### config.mk
export PLATFORM = sky130hd
export DESIGN_NAME = wb_dual_master_arbiter
export DESIGN_NICKNAME = d
export VERILOG_FILES = /design/src/rtl/wb_arb_pkg.sv /design/src/rtl/wb_dual_master_arbiter.sv
export SDC_FILE = /design/constraint.sdc
export NUM_CORES = 1
export LEC_CHECK = 0
export ABC_AREA = 1
export CORE_AREA = 2 2 116 118
export CTS_CLUSTER_SIZE = 16
export DETAILED_ROUTE_END_ITERATION = 12
export DIE_AREA = 0 0 118 120
export PLACE_DENSITY = 0.74
export SLEW_MARGIN = 20
export SYNTH_ARGS = -nofsm -noshare
export SYNTH_HDL_FRONTEND = slang
export SYNTH_SLANG_ARGS = --single-unit
### constraint.sdc
create_clock -name clk -period 2.1 [get_ports clk]
set_input_delay 0.21 -clock clk [delete_from_list [all_inputs] [get_ports clk]]
set_output_delay 0.21 -clock clk [all_outputs]
set_load 0.03 [all_outputs]
### src/rtl/wb_arb_pkg.sv
// Shared types and constants for the dual-master Wishbone arbiter.
package wb_arb_pkg;

    typedef enum logic [1:0] {
        IDLE  = 2'd0,
        GNT0  = 2'd1,
        GNT1  = 2'd2,
        ABORT = 2'd3
    } state_t;

    localparam logic M0 = 1'b0;
    localparam logic M1 = 1'b1;

    localparam int unsigned WD_W = 16;

endpackage

### src/rtl/wb_dual_master_arbiter.sv
// Round-robin arbiter sharing one Wishbone master port between two masters,
// with whole-cycle locking and a stall watchdog that aborts hung accesses.
module wb_dual_master_arbiter
    import wb_arb_pkg::*;
#(
    parameter int unsigned ADDR_WIDTH = 24,
    parameter int unsigned DATA_WIDTH = 32,
    parameter int unsigned TIMEOUT    = 1024
) (
    input  logic                  clk,
    input  logic                  rst,
    input  logic                  m0_cyc_i,
    input  logic                  m0_stb_i,
    input  logic                  m0_we_i,
    input  logic [ADDR_WIDTH-1:0] m0_adr_i,
    input  logic [DATA_WIDTH-1:0] m0_dat_i,
    output logic [DATA_WIDTH-1:0] m0_dat_o,
    output logic                  m0_ack_o,
    output logic                  m0_err_o,
    input  logic                  m1_cyc_i,
    input  logic                  m1_stb_i,
    input  logic                  m1_we_i,
    input  logic [ADDR_WIDTH-1:0] m1_adr_i,
    input  logic [DATA_WIDTH-1:0] m1_dat_i,
    output logic [DATA_WIDTH-1:0] m1_dat_o,
    output logic                  m1_ack_o,
    output logic                  m1_err_o,
    output logic                  s_cyc_o,
    output logic                  s_stb_o,
    output logic                  s_we_o,
    output logic [ADDR_WIDTH-1:0] s_adr_o,
    output logic [DATA_WIDTH-1:0] s_dat_o,
    input  logic [DATA_WIDTH-1:0] s_dat_i,
    input  logic                  s_ack_i,
    output logic [1:0]            grant_o,
    output logic [15:0]           timeout_count_o
);

    // Watchdog terminal count: the last stalled cycle still allowed to complete.
    localparam logic [WD_W-1:0] WD_TC = WD_W'(TIMEOUT - 1);

    state_t          r_state;
    state_t          w_next;
    logic            r_last;
    logic            r_abort_owner;
    logic [WD_W-1:0] r_wd;
    logic [WD_W-1:0] w_wd_next;
    logic [15:0]     r_tocnt;
    logic            r_m0_err;
    logic            r_m1_err;
    logic            w_owner;
    logic            w_granted;
    logic            w_own_cyc;
    logic            w_own_stb;
    logic            w_oth_cyc;
    logic            w_release;
    logic            w_abort;

    // Owner of the bus, including while an aborted cycle drains.
    assign w_owner   = (r_state == GNT1) || ((r_state == ABORT) && (r_abort_owner == M1));
    assign w_granted = (r_state == GNT0) || (r_state == GNT1);
    assign w_own_cyc = w_owner ? m1_cyc_i : m0_cyc_i;
    assign w_own_stb = w_owner ? m1_stb_i : m0_stb_i;
    assign w_oth_cyc = w_owner ? m0_cyc_i : m1_cyc_i;

    assign m0_err_o        = r_m0_err;
    assign m1_err_o        = r_m1_err;
    assign timeout_count_o = r_tocnt;

    // Next-state, watchdog and bus-mux logic.
    always_comb begin
        w_next    = r_state;
        w_release = 1'b0;
        w_abort   = 1'b0;
        w_wd_next = '0;
        s_cyc_o   = 1'b0;
        s_stb_o   = 1'b0;
        s_we_o    = 1'b0;
        s_adr_o   = '0;
        s_dat_o   = '0;
        m0_ack_o  = 1'b0;
        m1_ack_o  = 1'b0;
        m0_dat_o  = '0;
        m1_dat_o  = '0;
        grant_o   = 2'b00;

        case (r_state)
            IDLE: begin
                if (m0_cyc_i && m1_cyc_i) begin
                    w_next = (r_last == M1) ? GNT0 : GNT1;
                end else if (m0_cyc_i) begin
                    w_next = GNT0;
                end else if (m1_cyc_i) begin
                    w_next = GNT1;
                end
            end
            GNT0, GNT1: begin
                if (!w_own_cyc) begin
                    w_release = 1'b1;
                end else if (w_own_stb && !s_ack_i && (r_wd == WD_TC)) begin
                    w_abort = 1'b1;
                    w_next  = ABORT;
                end
            end
            ABORT: begin
                if (!w_own_cyc) begin
                    w_release = 1'b1;
                end
            end
            default: w_next = IDLE;
        endcase

        if (w_release) begin
            w_next = w_oth_cyc ? (w_owner ? GNT0 : GNT1) : IDLE;
        end

        if (w_granted && (w_next == r_state) && w_own_stb && !s_ack_i) begin
            w_wd_next = r_wd + WD_W'(1);
        end

        if (w_granted) begin
            s_cyc_o = w_own_cyc;
            s_stb_o = w_own_stb;
            s_we_o  = w_owner ? m1_we_i  : m0_we_i;
            s_adr_o = w_owner ? m1_adr_i : m0_adr_i;
            s_dat_o = w_owner ? m1_dat_i : m0_dat_i;
            if (w_owner) begin
                m1_ack_o = s_ack_i;
                m1_dat_o = s_dat_i;
            end else begin
                m0_ack_o = s_ack_i;
                m0_dat_o = s_dat_i;
            end
        end

        if (r_state != IDLE) begin
            grant_o = w_owner ? 2'b10 : 2'b01;
        end
    end

    // State, arbitration history, watchdog and abort bookkeeping.
    always_ff @(posedge clk or posedge rst) begin
        if (rst) begin
            r_state       <= IDLE;
            r_last        <= M1;
            r_abort_owner <= M0;
            r_wd          <= '0;
            r_tocnt       <= '0;
            r_m0_err      <= 1'b0;
            r_m1_err      <= 1'b0;
        end else begin
            r_state  <= w_next;
            r_wd     <= w_wd_next;
            r_m0_err <= w_abort && (w_owner == M0);
            r_m1_err <= w_abort && (w_owner == M1);
            if (w_release) begin
                r_last <= w_owner;
            end
            if (w_abort) begin
                r_abort_owner <= w_owner;
                if (r_tocnt != 16'hFFFF) begin
                    r_tocnt <= r_tocnt + 16'd1;
                end
            end
        end
    end

endmodule
==> results of run 1 <==
## flip-flops by register name, summed over array words and instances (netlist names)
signal,cells
r_abort_owner,1
m1_err_o,1
m0_err_o,1
timeout_count_o,16
r_state,2
r_last,1
r_wd,16
## where the power goes
| group | total, mW | internal [mW] | leakage (nW) | switching, mW |
|---|---|---|---|---|
| logic | 12.1 | 4.95 | 2.92 | 7.17 |
| registers | 0.799 | 0.771 | 0.503 | 0.0282 |
| clock network | 0.998 | 0.683 | 0.0940 | 0.315 |
| total | 13.9 | 6.40 | 3.52 | 7.51 |
## per-layer routing
metal  global-route usage [%]  wire length (µm)  up-vias
met5                        0                 0        -
met3                    5.989              1315       22
met1                    29.05              6934     2268
met2                    40.26              8797      203
met4                    4.970               314        0
li1                         -                 -     2414
## cell families (layout without fill, tap and decap cells)
| group | count (synthesis) | after routing | share of synthesized area [%] |
|---|---|---|---|
| buffers and inverters | 100 | 408 | 11.05 |
| flip-flops | 38 | 38 | 26.70 |
| AND/OR/NAND/NOR | 322 | 323 | 43.68 |
| AO/OA/AOI/OAI | 70 | 70 | 10.07 |
| adder cells (fa/ha/maj) | 6 | 6 | 2.105 |
| XOR/XNOR | 26 | 26 | 6.386 |
## cell type report
type                       count  area [µm²]  share of cell area, %
clock buffer                   5       125.1                  1.575
sequential                    38       952.2                  11.98
clock inverter                 3       68.82                 0.8660
timing repair buffer         334        3556                  44.75
multi-input combinational    425        2754                  34.66
inverter                      66       270.3                  3.401
tap                          176       220.2                  2.771
## synth_stat cells, drive strengths merged (4+ instances only)
master  count  share of area (%)
buf         4               0.88
nand3      18                3.2
nand4       7                1.2
xor2       17                4.2
nor2      156                 19
ha          6                2.1
clkbuf     30                3.2
o21ai      67                9.5
nand2      58                7.9
inv        65                6.9
nor3       76                 11
dfrtp      37                 26
nor4        4               0.70
xnor2       9                2.2
## worst min-delay path, cell delays in order
cell	delay [ps]
clkdlybuf4s50_1	400
inv_1	50
buf_4	420
## worst max-delay path by stage
stage	from	endpoint	slack [ps]	cells past startpoint
after floorplan	r_state[0]	m1_dat_o[22]	-100	8
after global placement	r_state[1]	m0_dat_o[24]	70	7
after detailed placement	r_state[0]	r_wd[2]	10	16
after CTS	r_state[0]	r_wd[2]	-20	16
after global routing	r_state[1]	r_wd[7]	-100	17
final	r_state[1]	s_dat_o[29]	-7	9
## timing repair
action | 4_1_cts | 5_1_grt
gates cloned | 4 | 2
pin swaps | 6 | 9
setup endpoints to repair | 124 | 142
resized for setup | 33 | 60
setup buffers | 2 | 8
==> results.py, run 1 <==
metrics = {
    "setup_path": {
        "crit_chain": "buf_4 -> ha_4 -> clkinv_4 -> nand2_8 -> inv_8 -> buf_12 -> nor2_1 -> nor2_2 -> buf_12",
        "critPathLaunchType": "flop",
        "crit_path_frequent_cell": "buf_12",
        "slowest_delay_ps": 420,
        "crit_required_ps": 1890,
        "critPathTopFamily": "buffers and inverters",
        "reg2reg_slack_ps": 30,
        "timing.rr.end": "r_wd[9]",
        "critPathKind": "reg2out",
        "path_buf_inv": 5,
        "timing.rr.start": "r_state[1]",
        "arrival_ps": 1900,
        "critPathSlowestCell": "dfrtp_1",
        "worst-path-max-fanout": 20,
        "rr_worst_depth": 17,
        "crit_path_end_kind": "output pin",
    },
    "clock_network": {
        "clk_latency_ps": 280,
        "cts.sinks": 38,
        "cts_tree": "built",
        "cts_max_level": 2,
        "clk_pin_slew_ps": 60,
        "cts_hold_buf": 0,
        "cts_made_buffers": 5,
        "cts_max_path_buffers": 2,
        "cts.root.buffer_cell": "clkbuf_16",
    },
    "drt": {
        "wire_per_inst_um": 16.58,
        "wirelength_um": 17360,
        "num_vias": 4907,
        "drc": 0,
        "drtIter0Drc": 478,
        "firstDrtPassIters": 5,
        "ant_nets": 0,
        "via_per_inst": 4.687,
    },
    "timing": {
        "maxSlewViolCount": 0,
        "final.setup.tns_ps": -9.240,
        "period_share_pct": 100.3,
        "worst_hold_slack_ps": 354.0,
        "slew_headroom_pct": 67.60,
        "setup_viol": 2,
        "hold_violations": 0,
        "fmax_ghz": 0.4747,
        "worst_pin_slew_ps": 481.6,
        "setup_slack_ps": -6.510,
        "post-route-min-period_ps": 2107,
        "skew_ps": 3.740,
        "rsz0062_at_grt": "true",
    },
    "finish": {
        "fin_cells": 1047,
        "final_util_pct": 61.22,
        "final_nets": 1029,
        "final_cell_mix": "clkdlybuf4s50_1 (170), buf_4 (109), nor2_1 (91), inv_1 (56), nor2_2 (53)",
        "layout.cells.most_common": "clkdlybuf4s50_1",
        "drive_gt1_share_pct": 36.62,
        "num_antenna_cells": 0,
        "fin_area_um2": 7946,
        "syn_to_final_growth_pct": 122.8,
        "fillers": 1151,
    },
    "die": {
        "die_y_um": 120,
        "coreArea_um2": 12980,
        "rows": 42,
        "initial_utilization_pct": 27.47,
        "die_w_um": 118,
        "ios": 298,
        "die-area_um2": 14160,
    },
    "power_and_ir_drop": {
        "powerDensity_nw_per_um2": 1751,
        "ir_drop_v": 0.001198,
        "total_power_mw": 13.91,
        "leakage_nw": 3.515,
    },
    "placed_design": {
        "postPlaceCellArea_um2": 7252,
        "io_buffer_count": 297,
        "placed_cells": 1023,
        "gp_congestion": 0.8644,
        "post-dp-hpwl_um": 13440,
        "place_ws_ps": 10.53,
    },
    "yosys": {
        "synth-edff-count": 0,
        "synth_area_um2": 3566,
        "synth-main-ff-cell": "dfrtp_1",
        "yosys_warnings": 0,
        "syn_avg_cell_area_um2": 6.345,
        "ys_seq_elements": 38,
        "synth_cell_types": 33,
        "synthArstFlopShare_pct": 100.0,
        "synth_fp_nets": 721,
        "syn_inst": 562,
        "yosysSeqAreaShare_pct": 26.70,
    },
    "min_path": {
        "hp-class": "in2async",
    },
    "status": {
        "violations": "negative setup slack",
        "status": "finished, violations left",
    },
    "grt": {
        "grt_pass1_vias": 4581,
        "antenna_found_initial": 0,
        "grt_overflow": 0,
        "grt_pass1_wl_um": 25900,
        "grt_max_degree": 39,
        "track_usage_pct": 23.21,
    },
    "flow_run": {
        "maxCapViolations": 0,
    },
}
Note: power is estimated with default switching activity, not from simulation.
==> run 2, diff against run 1 <==
--- a/config.mk
+++ b/config.mk
@@ -10,6 +10,7 @@
 export CTS_CLUSTER_SIZE = 16
 export DETAILED_ROUTE_END_ITERATION = 12
 export DIE_AREA = 0 0 118 120
+export GPL_TIMING_DRIVEN = 0
 export PLACE_DENSITY = 0.74
 export SLEW_MARGIN = 20
 export SYNTH_ARGS = -nofsm -noshare
==> results.py, run 2 (synthesis results as in run 1) <==
metrics = {
    "status": {
        "status": "finished, violations left",
        "violations": "negative setup slack",
    },
    "placed_design": {
        "io_buffer_count": 297,
        "placed_cells": 1036,
        "gp_congestion": 0.8656,
        "postPlaceCellArea_um2": 7138,
        "post-dp-hpwl_um": 14570,
    },
    "finish": {
        "fin_cells": 1073,
        "drive_gt1_share_pct": 44.59,
        "final_nets": 1055,
        "num_antenna_cells": 0,
        "final_cell_mix": "clkdlybuf4s50_1 (170), nor2_1 (93), buf_6 (75), buf_4 (61), inv_1 (55)",
        "fillers": 1077,
        "syn_to_final_growth_pct": 140.7,
        "layout.cells.most_common": "clkdlybuf4s50_1",
        "fin_area_um2": 8583,
    },
    "clock_network": {
        "cts_made_buffers": 5,
        "cts_max_path_buffers": 2,
        "clk_pin_slew_ps": 60,
        "cts.root.buffer_cell": "clkbuf_16",
        "clk_latency_ps": 280,
        "cts.sinks": 38,
        "cts_hold_buf": 0,
        "cts_tree": "built",
        "cts_max_level": 2,
    },
    "grt": {
        "grt_pass1_vias": 5050,
        "track_usage_pct": 25.74,
        "grt_overflow": 0,
        "grt_max_degree": 31,
        "antenna_found_initial": 0,
        "grt_pass1_wl_um": 28700,
    },
    "die": {
        "ios": 298,
        "die-area_um2": 14160,
        "initial_utilization_pct": 27.47,
        "rows": 42,
        "die_y_um": 120,
        "coreArea_um2": 12980,
        "die_w_um": 118,
    },
    "drt": {
        "via_per_inst": 4.774,
        "drtIter0Drc": 453,
        "num_vias": 5122,
        "drc": 0,
        "ant_nets": 0,
        "wire_per_inst_um": 18.48,
        "firstDrtPassIters": 6,
        "wirelength_um": 19830,
    },
    "power_and_ir_drop": {
        "powerDensity_nw_per_um2": 1782,
        "ir_drop_v": 0.001282,
        "leakage_nw": 3.757,
    },
    "setup_path": {
        "crit_chain": "ha_4 -> nand2_8 -> nand2_8 -> buf_6 -> inv_6 -> clkbuf_16 -> clkbuf_16 -> nor2_1 -> nor2_2 -> buf_2",
        "slowest_delay_ps": 480,
        "arrival_ps": 1960,
        "worst-path-max-fanout": 6,
        "crit_path_end_kind": "output pin",
        "crit_required_ps": 1890,
        "critPathSlowestCell": "dfrtp_2",
        "critPathKind": "reg2out",
        "critPathLaunchType": "flop",
    },
    "timing": {
        "post-route-min-period_ps": 2175,
        "rsz0062_at_grt": "true",
        "slew_headroom_pct": 61.03,
        "hold_violations": 0,
        "worst_pin_slew_ps": 579.3,
        "setup_viol": 103,
        "maxSlewViolCount": 0,
        "period_share_pct": 103.6,
        "skew_ps": 3.103,
        "fmax_ghz": 0.4598,
        "setup_slack_ps": -74.89,
    },
    "flow_run": {
        "maxCapViolations": 0,
    },
    "min_path": {
        "hp-class": "in2async",
    },
}
==> run 2: changes by cell type in the layout (fill, tap and decap cells not counted), sizes merged <==
cell         previous run  this run
buf                   162       155
inv                    64        65
bufinv                  2         0
dlygate4sd2             0         1
clkbuf                  7        41
clkinv                  3         2
==> run 2: final cells by class <==
cell class | count | area [µm²] | share of cell area (%)
Inverter | 66 | 269.0 | 3.134
Sequential cell | 38 | 954.7 | 11.12
Clock buffer | 7 | 142.6 | 1.662
Clock inverter | 1 | 5.005 | 0.05831
Tap cell | 176 | 220.2 | 2.566
Buffer | 33 | 545.5 | 6.356
Timing Repair Buffer | 327 | 3274 | 38.15
Multi-Input combinational cell | 425 | 3172 | 36.95
==> run 2: critical path: cells and delay by family, from the launching register on <==
kind	cells	cell delay, ps
buffers and inverters	5	710
DFF	1	480
and+or+nand+nor	4	290
adders and majority gates	1	210
==> run 2: report_power, final <==
part	leakage (nW)	internal (mW)	switching [mW]
clock	0.0739	0.471	0.292
sequential	0.501	0.775	0.0542
combinational	3.18	5.66	8.05
==> run 2: layer usage <==
| metal | up-vias | track usage, % | wire length [µm] |
|---|---|---|---|
| met5 | - | 0 | 0 |
| met4 | 0 | 4.970 | 323 |
| met3 | 23 | 7.034 | 1485 |
| met2 | 212 | 47.31 | 10650 |
| met1 | 2416 | 30.02 | 7370 |
| li1 | 2471 | - | - |
==> run 2: worst paths after layout <==
kind / from / end / slack [ps] / cells past startpoint
max reg2reg: r_state[1] / r_wd[12] / -60 / 17
min: rst / timeout_count_o[4] / 160 / 2
min reg2reg: r_wd[0] / r_wd[0] / 470 / 1
max in group asynchronous: rst / r_last / 1450 / 3
min in group clk: r_wd[0] / r_wd[0] / 470 / 1
max: r_state[1] / s_dat_o[23] / -70 / 10
==> run 2: timing repair <==
action / in CTS / in global routing
gates resized for setup: 959 / 217
setup buffers: 11 / 9
setup endpoints to repair: 158 / 151
gates cloned: 6 / 6
pin swaps: 12 / 28
==> run 2: per-stage QoR <==
step	total power, mW	setup TNS (ps)	setup slack [ps]	util (%)	hold slack, ps
after CTS	13.26	-1110	-111.9	59.69	169.5
after floorplan	6.975	-5091	-97.23	-	401.7
after global routing	15.97	-12790	-163.2	66.13	185.0
after global placement	11.02	-111380	-1108	54.84	442.0
after detailed placement	11.06	-116320	-1131	54.99	454.2
final	15.30	-3249	-74.89	66.13	162.7
==> run 3, diff against run 2 <==
--- a/config.mk
+++ b/config.mk
@@ -6,12 +6,12 @@
 export NUM_CORES = 1
 export LEC_CHECK = 0
 export ABC_AREA = 1
-export CORE_AREA = 2 2 116 118
+export CORE_AREA = 5 5 111 113
 export CTS_CLUSTER_SIZE = 16
 export DETAILED_ROUTE_END_ITERATION = 12
-export DIE_AREA = 0 0 118 120
+export DIE_AREA = 0 0 116 118
+export DONT_BUFFER_PORTS = 1
 export GPL_TIMING_DRIVEN = 0
-export PLACE_DENSITY = 0.74
 export SLEW_MARGIN = 20
 export SYNTH_ARGS = -nofsm -noshare
 export SYNTH_HDL_FRONTEND = slang
==> results.py, run 3 (synthesis results as in run 1) <==
metrics = {
    "status": {
        "status": "finished, violations left",
        "violations": "negative setup slack",
    },
    "setup_path": {
        "crit_path_end_kind": "output pin",
        "critPathSlowestCell": "dfrtp_2",
        "arrival_ps": 2010,
        "crit_required_ps": 1890,
        "worst-path-max-fanout": 5,
        "slowest_delay_ps": 410,
        "critPathTopFamily": "buffers and inverters",
        "crit_chain": "inv_2 -> ha_4 -> clkinvlp_4 -> buf_6 -> clkbuf_16 -> nor3_4",
        "critPathKind": "reg2out",
        "path_buf_inv": 4,
        "critPathLaunchType": "flop",
    },
    "timing": {
        "setup_viol": 100,
        "post-route-min-period_ps": 2216,
        "hold_violations": 0,
        "slew_headroom_pct": 48.11,
        "skew_ps": 7.317,
        "final.setup.tns_ps": -5087,
        "worst_pin_slew_ps": 773.2,
        "period_share_pct": 105.5,
        "maxSlewViolCount": 0,
        "fmax_ghz": 0.4513,
        "setup_slack_ps": -115.6,
        "rsz0062_at_grt": "true",
    },
    "grt": {
        "antenna_found_initial": 0,
        "busiest_layer": "met2",
        "grt_util_met3_pct": 9.100,
        "grt_pass1_vias": 4163,
        "grt_overflow": 0,
        "met2_usage_pct": 39.64,
        "grt_use_met1_pct": 27.13,
        "grt_max_degree": 28,
        "track_usage_pct": 23.53,
        "grt_pass1_wl_um": 24870,
    },
    "clock_network": {
        "clk_pin_slew_ps": 60,
        "cts_made_buffers": 5,
        "cts.sinks": 38,
        "cts_tree": "built",
        "cts_max_path_buffers": 2,
        "cts.root.buffer_cell": "clkbuf_16",
        "cts_max_level": 2,
        "clk_latency_ps": 280,
    },
    "drt": {
        "wirelength_um": 17160,
        "via_per_inst": 5.558,
        "wire_per_inst_um": 22.92,
        "ant_nets": 0,
        "num_vias": 4163,
        "firstDrtPassIters": 5,
        "drc": 0,
        "drtIter0Drc": 293,
    },
    "power_and_ir_drop": {
        "powerDensity_nw_per_um2": 2160,
        "ir_drop_v": 0.001578,
        "leakage_nw": 2.547,
        "total_power_mw": 13.29,
    },
    "die": {
        "die_y_um": 118,
        "ios": 298,
        "rows": 39,
        "coreArea_um2": 11220,
        "die-area_um2": 13690,
        "die_w_um": 116,
        "initial_utilization_pct": 31.77,
    },
    "finish": {
        "drive_gt1_share_pct": 50.25,
        "syn_to_final_growth_pct": 72.53,
        "final_nets": 764,
        "final_cell_mix": "nor2_1 (80), nor2_4 (67), nor3_4 (66), inv_1 (55)",
        "layout.cells.most_common": "nor2_1",
    },
    "placed_design": {
        "post-dp-hpwl_um": 12800,
        "io_buffer_count": 0,
        "gp_congestion": 0.9443,
    },
    "min_path": {
        "hp-class": "in2reg",
    },
    "flow_run": {
        "maxCapViolations": 0,
    },
}
==> run 3: changes by cell type in the layout (fill, tap and decap cells not counted), sizes merged, moves of 2 or more <==
cell / previous run / this run
clkdlybuf4s50: 170 / 0
buf: 155 / 47
clkbuf: 41 / 27
clkinvlp: 0 / 2
==> run 3: layer usage <==
metal	vias up	share of wire [%]
met2	205	52
met5	-	0
li1	1892	-
met4	0	3.0
met1	2031	35
met3	35	10
==> run 3: power by group <==
| part | switching [mW] | internal [mW] |
|---|---|---|
| clock network | 0.292 | 0.429 |
| registers | 0.0378 | 0.775 |
| logic | 7.99 | 3.76 |
| total | 8.32 | 4.96 |
==> run 3: stage by stage <==
stage	std cells	setup WS, ps	util (%)	hold slack [ps]	cell area, µm²
after global routing	748	-197.3	54.79	219.5	6150
final	749	-115.6	54.82	178.8	6152
after CTS	734	-118.1	51.18	172.7	5744
after detailed placement	706	-847.7	36.74	48.68	4124
after floorplan	562	-97.23	-	401.7	3925
after global placement	705	-787.4	36.57	441.3	4104
==> run 3: layout make-up <==
class / count / area [µm²]
diodes: 1 / 2.502
plain buffers: 34 / 530.5
clock buffers: 5 / 125.1
clock inverters: 2 / 10.01
fillers: 993 / 5071
inverters: 66 / 270.3
multi-input cells: 424 / 3654
flip-flops and latches: 38 / 957.2
well taps: 143 / 178.9
repair buffers: 36 / 424.2
==> run 3: timing repair <==
| item | CTS | global route |
|---|---|---|
| pin swaps | 78 | 68 |
| gates resized for setup | 321 | 102 |
| hold buffers | 1 | 0 |
| setup endpoints to repair | 157 | 157 |
| setup buffers | 14 | 14 |
| endpoints found under the hold margin | 11 | 0 |
| cloned | 6 | 1 |
==> run 3: final timing paths <==
kind / from / endpoint / slack [ps] / depth (start not counted)
worst max-delay path: r_state[1] / m1_dat_o[30] / -120 / 6
worst min-delay path: m0_cyc_i / r_state[0] / 180 / 2
worst max register to register: r_state[1] / timeout_count_o[8] / -110 / 14
worst min register to register: r_wd[0] / r_wd[0] / 450 / 1
max in group asynchronous: rst / r_last / 1270 / 3
min in group asynchronous: rst / timeout_count_o[4] / 320 / 2
